**src/rtl/framebuffer_arbiter.sv**
```systemverilog
// Double-buffered framebuffer arbiter: display reads front RAM, renderer/clear engine writes back RAM.
// Latency: disp_data valid 1 cycle after disp_addr; renderer writes land in the accept cycle.
// Backpressure: wr_ready drops from swap request until the swap (and optional clear) completes.
//
// Ports:
//   clk, rstn                 clock, async active-low reset
//   frame_start               one-cycle pulse at start of vertical blank (swap point)
//   disp_addr / disp_data     display read port, 1-cycle latency
//   wr_valid/wr_ready/wr_addr/wr_data   renderer write port into the back buffer
//   swap_req, clear_en        request front/back exchange, optionally clearing the new back buffer
//   front_sel, swap_pending, busy       status
//   ram0_* / ram1_*           the two synchronous-read framebuffer RAMs
module framebuffer_arbiter #(
  parameter int unsigned FB_DEPTH    = 384000,
  parameter int unsigned ADDR_W      = 19,
  parameter logic [3:0]  CLEAR_INDEX = 4'd15
) (
  input  logic              clk,
  input  logic              rstn,
  input  logic              frame_start,
  input  logic [ADDR_W-1:0] disp_addr,
  output logic [3:0]        disp_data,
  input  logic              wr_valid,
  output logic              wr_ready,
  input  logic [ADDR_W-1:0] wr_addr,
  input  logic [3:0]        wr_data,
  input  logic              swap_req,
  input  logic              clear_en,
  output logic              front_sel,
  output logic              swap_pending,
  output logic              busy,
  output logic [ADDR_W-1:0] ram0_addr,
  output logic              ram0_we,
  output logic [3:0]        ram0_wdata,
  input  logic [3:0]        ram0_rdata,
  output logic [ADDR_W-1:0] ram1_addr,
  output logic              ram1_we,
  output logic [3:0]        ram1_wdata,
  input  logic [3:0]        ram1_rdata
);

  typedef enum logic [1:0] {
    ST_IDLE      = 2'd0,
    ST_WAIT_SWAP = 2'd1,
    ST_CLEAR     = 2'd2
  } state_e;

  localparam logic [ADDR_W-1:0] LAST_ADDR = ADDR_W'(FB_DEPTH - 1);

  state_e            state_q, state_d;
  logic              front_sel_q, front_sel_d;
  logic              front_sel_dly_q;   // front_sel as seen by the RAM read issued last cycle
  logic              clr_pend_q, clr_pend_d;
  logic [ADDR_W-1:0] clr_cnt_q, clr_cnt_d;

  // Back-buffer port, steered to whichever RAM is not front.
  logic [ADDR_W-1:0] back_addr;
  logic              back_we;
  logic [3:0]        back_wdata;

  always_ff @(posedge clk or negedge rstn) begin
    if (!rstn) begin
      state_q         <= ST_IDLE;
      front_sel_q     <= 1'b0;
      front_sel_dly_q <= 1'b0;
      clr_pend_q      <= 1'b0;
      clr_cnt_q       <= '0;
    end else begin
      state_q         <= state_d;
      front_sel_q     <= front_sel_d;
      front_sel_dly_q <= front_sel_q;
      clr_pend_q      <= clr_pend_d;
      clr_cnt_q       <= clr_cnt_d;
    end
  end

  always_comb begin
    state_d      = state_q;
    front_sel_d  = front_sel_q;
    clr_pend_d   = clr_pend_q;
    clr_cnt_d    = clr_cnt_q;
    back_addr    = '0;
    back_we      = 1'b0;
    back_wdata   = 4'd0;
    wr_ready     = 1'b0;
    swap_pending = 1'b0;
    busy         = 1'b0;

    unique case (state_q)
      ST_IDLE: begin
        wr_ready = 1'b1;
        if (wr_valid) begin
          // Out-of-range writes complete the handshake but never reach the RAM.
          back_addr  = wr_addr;
          back_wdata = wr_data;
          back_we    = (wr_addr <= LAST_ADDR);
        end
        if (swap_req) begin
          // A frame_start in this same cycle is deliberately not honoured.
          clr_pend_d = clear_en;
          state_d    = ST_WAIT_SWAP;
        end
      end

      ST_WAIT_SWAP: begin
        swap_pending = 1'b1;
        if (frame_start) begin
          front_sel_d = ~front_sel_q;
          state_d     = clr_pend_q ? ST_CLEAR : ST_IDLE;
        end
      end

      ST_CLEAR: begin
        // front_sel has already toggled, so the back port now targets the old front buffer.
        busy       = 1'b1;
        back_addr  = clr_cnt_q;
        back_wdata = CLEAR_INDEX;
        back_we    = 1'b1;
        if (clr_cnt_q == LAST_ADDR) begin
          clr_cnt_d = '0;
          state_d   = ST_IDLE;
        end else begin
          clr_cnt_d = clr_cnt_q + 1'b1;
        end
      end

      default: begin
        state_d = ST_IDLE;
      end
    endcase
  end

  // Front RAM sees only display reads; back RAM sees only renderer/clear traffic.
  assign ram0_addr  = front_sel_q ? back_addr  : disp_addr;
  assign ram0_we    = front_sel_q ? back_we    : 1'b0;
  assign ram0_wdata = front_sel_q ? back_wdata : 4'd0;
  assign ram1_addr  = front_sel_q ? disp_addr  : back_addr;
  assign ram1_we    = front_sel_q ? 1'b0       : back_we;
  assign ram1_wdata = front_sel_q ? 4'd0       : back_wdata;

  // Select with the delayed copy so read data stays aligned with its address across a swap.
  assign disp_data  = front_sel_dly_q ? ram1_rdata : ram0_rdata;
  assign front_sel  = front_sel_q;

endmodule
```
**config.mk**
```make
export PLATFORM = sky130hd
export DESIGN_NAME = framebuffer_arbiter
export DESIGN_NICKNAME = d
export VERILOG_FILES = /design/src/rtl/framebuffer_arbiter.sv
export SDC_FILE = /design/constraint.sdc
export NUM_CORES = 1
export LEC_CHECK = 0
export CORE_UTILIZATION = 30
export CTS_BUF_LIST = sky130_fd_sc_hd__clkbuf_4 sky130_fd_sc_hd__clkbuf_8 sky130_fd_sc_hd__clkbuf_16
export DETAILED_ROUTE_END_ITERATION = 16
export PLACE_DENSITY = 0.77
export SLEW_MARGIN = 30
export SYNTH_ARGS = -nofsm -noshare
export SYNTH_HDL_FRONTEND = slang
export SYNTH_SLANG_ARGS = --single-unit
export TNS_END_PERCENT = 30
```
**constraint.sdc**
```tcl
create_clock -name clk -period 1.9 [get_ports clk]
set_input_delay 0.19 -clock clk [delete_from_list [all_inputs] [get_ports clk]]
set_output_delay 0.19 -clock clk [all_outputs]
set_load 0.02 [all_outputs]
```
==> run metrics <==
Max-Cap Viols=0; sequential cell area fraction in the yosys report=32.19%; commonest non-fill, non-tap cell in the layout=clkdlybuf4s50_1; Worst VDD drop=~0.86 mV; setup slack after layout=a little over 0.04 ns; Residual DRC=0; std cell rows=28; Ports=112; Synth-to-Final Area Change=64.19%; CP Launch Type=register; leak pwr=0.001378 uW; final setup violation count=0; asr flop ratio synth=100.0%; largest net degree at the start of global routing=47; Setup crit end kind=primary output; GRT Overall Usage=18.97%; commonest non-fill, non-tap cells in the layout=clkdlybuf4s50_1, nor2_1, a21oi_1, buf_2, dfrtp_1; #FFs+latches synth=24; Setup WS pre-CTS=-0.1915 ns; CTS max path bufs=2; fin nets=between 400 and 500; clk sinks=24; area leader, netlist=dfrtp_1; number of global-route vias before repair=2048; Die Ht=around 81 um; area fraction of the dominant cell type after synthesis=32.19%; Synth area leaders=dfrtp_1, nor2_1, a21oi_1; starting density of the core=31.32%; worst-path fanout max=12; Netlist Area Pre-Place=around 1900 um^2; critical path class=register to primary output; fin crit period=approximately 1.9 ns; total grt overflow=0; Required @ worst endpoint=approximately 1.7 ns; Via Count=approximately 2.2k; setup slack of the most critical reg-to-reg path=~0.12 ns; syn_nets=slightly below 300; Most used DFF post-synth=dfrtp_1; status=completed; fin util=51.43%; final setup skew=around 0.0072 ns; fin. max-slew vios=0; vias per cell=a little over 5; total CTS buffers=3; post-synthesis cell type count=just over 40; Syn. warnings=0; Die W=approximately 80 um; Fin. Hold Viols=0; Post-Synthesis Cells=between 200 and 250; Tightest Pin Transition=roughly 0.36 ns; synthesized area per cell=roughly 7.7 um^2; Skew-Pair Late Insertion Delay=0.27 ns; CTS tree=yes; ANT nets after route=0; drt wl/cell=approximately 15 um; Hold-fix buffers, CTS=0; RSZ-0062 raised after global routing=true; final wirelength=6.437 mm; final period utilization=a little over nine tenths; drt first pass iters=4; Final HPWL DP=between 4 and 5 mm; layout cells sized above 1=approximately 25%; Fmax=~540 MHz; CP Data Arrival Time=~1.7 ns; Clock Root Buffer=clkbuf_8; H-tree Lvls=1; global-route wire length before repair=9.632 mm; last weighted congestion value of the routability-driven placer=just over 0.8; Ant. Diodes=0; CORE AREA=5956 um^2; initial antenna violation count=0; Hold Crit Class=primary input to asynchronous set/reset pin; die area=approximately 6500 um^2; port bufs=between 100 and 150; power per standard cell area=around 1400 nW/um^2; EDFF count, synth=0; First DRT Iteration DRCs=96; Clock transition at path regs=about 0.090 ns; relative slew slack=between 70% and 80%
==> worst paths after layout <==
kind,start,end,depth (start not counted)
max,state_q[0]$_DFFE_PN0P_,ram1_wdata[0],7
min,rstn,clr_cnt_q[16]$_DFFE_PN0P_,2
max reg2reg,state_q[0]$_DFFE_PN0P_,clr_cnt_q[15]$_DFFE_PN0P_,6
min reg2reg,clr_pend_q$_DFFE_PN0P_,state_q[1]$_DFFE_PN0P_,2
max in group asynchronous,rstn,state_q[0]$_DFFE_PN0P_,2
min in group clk,swap_req,state_q[0]$_DFFE_PN0P_,3
==> what timing repair did <==
item                       4_1_cts  5_1_grt
buffers inserted                 2        0
setup endpoints to repair       50       31
hold endpoints to repair         0        0
resized for setup              164       33
pin swaps                        0        3
==> power breakdown <==
part | internal [uW] | switching [uW]
Sequential | 606 | 124
Combinational | 1280 | 1890
Clock | 142 | 166
Total | 2020 | 2180
==> registers in the layout (all words and copies together), names as in the netlist <==
name and flops:
front_sel 1, front_sel_dly_q 1, clr_cnt_q 19, clr_pend_q 1
state_q 2
==> layer usage <==
layer / vias up / GRT usage [%] / share of wire [%]
li1: 1107 / - / -
met1: 1045 / 23.50 / 41
met2: 79 / 33.19 / 51
met3: 13 / 3.146 / 6.3
met4: 0 / 6.250 / 1.8
met5: - / 0 / 0
==> worst max-delay path, cell delays in order, from the launching register on <==
cell	delay, ns
dfrtp_2	0.42
nand2b_1	0.16
inv_2	0.06
buf_12	0.14
buf_4	0.15
a21oi_1	0.16
nor2_1	0.05
clkdlybuf4s15_2	0.25
==> stage by stage <==
step | total power, uW | TNS (ns) | hold slack, ns | std cells | cell area [um^2]
floorplan | 2557 | 0 | -0.1056 | 241 | 1868
global placement | 4322 | -6.677 | 0.4806 | 430 | 3192
detailed placement | 4367 | -6.825 | 0.5050 | 430 | 3192
CTS | 4354 | -0.09475 | 0.3079 | 435 | 3179
global route | 4488 | -0.06266 | 0.3345 | 435 | 3063
finish | 4207 | 0 | 0.2883 | 435 | 3063
==> final cells by class <==
type,instances,area [um^2]
well taps,75,93.84
flip-flops and latches,24,601.8
clock buffers,3,41.29
repair buffers,130,1097
fillers,613,2893
multi-input cells,199,1214
inverters,4,15.01
==> Yosys cell counts (all sizes together), types with 2 or more instances <==
cell and instances:
nand4 6, a22oi 17, a211oi 2, clkbuf 9, nor4 4, a31oi 4, inv 3, nor3 2
mux2 5, nor2 61, nor2b 2, buf 5, dfrtp 24, nand2 12, nand3 5, xnor2 14
and2 3, a21oi 43, and4 2, o21ai 2, nand3b 2
==> cells by family (layout without fill, tap and decap cells) <==
family                     count (synthesis)  after routing  share of synthesized area (%)
adders and majority gates                  1              1                         0.6706
muxes                                      5              5                          3.018
AOI/OAI and AO/OA                         73             73                          23.07
and+or+nand+nor                          105            105                          30.05
DFF                                       24             24                          32.19
xor gates and xnor gates                  15             15                          7.042
buffers and inverters                     18            137                          3.956
Power figures use the tool's default switching activity.
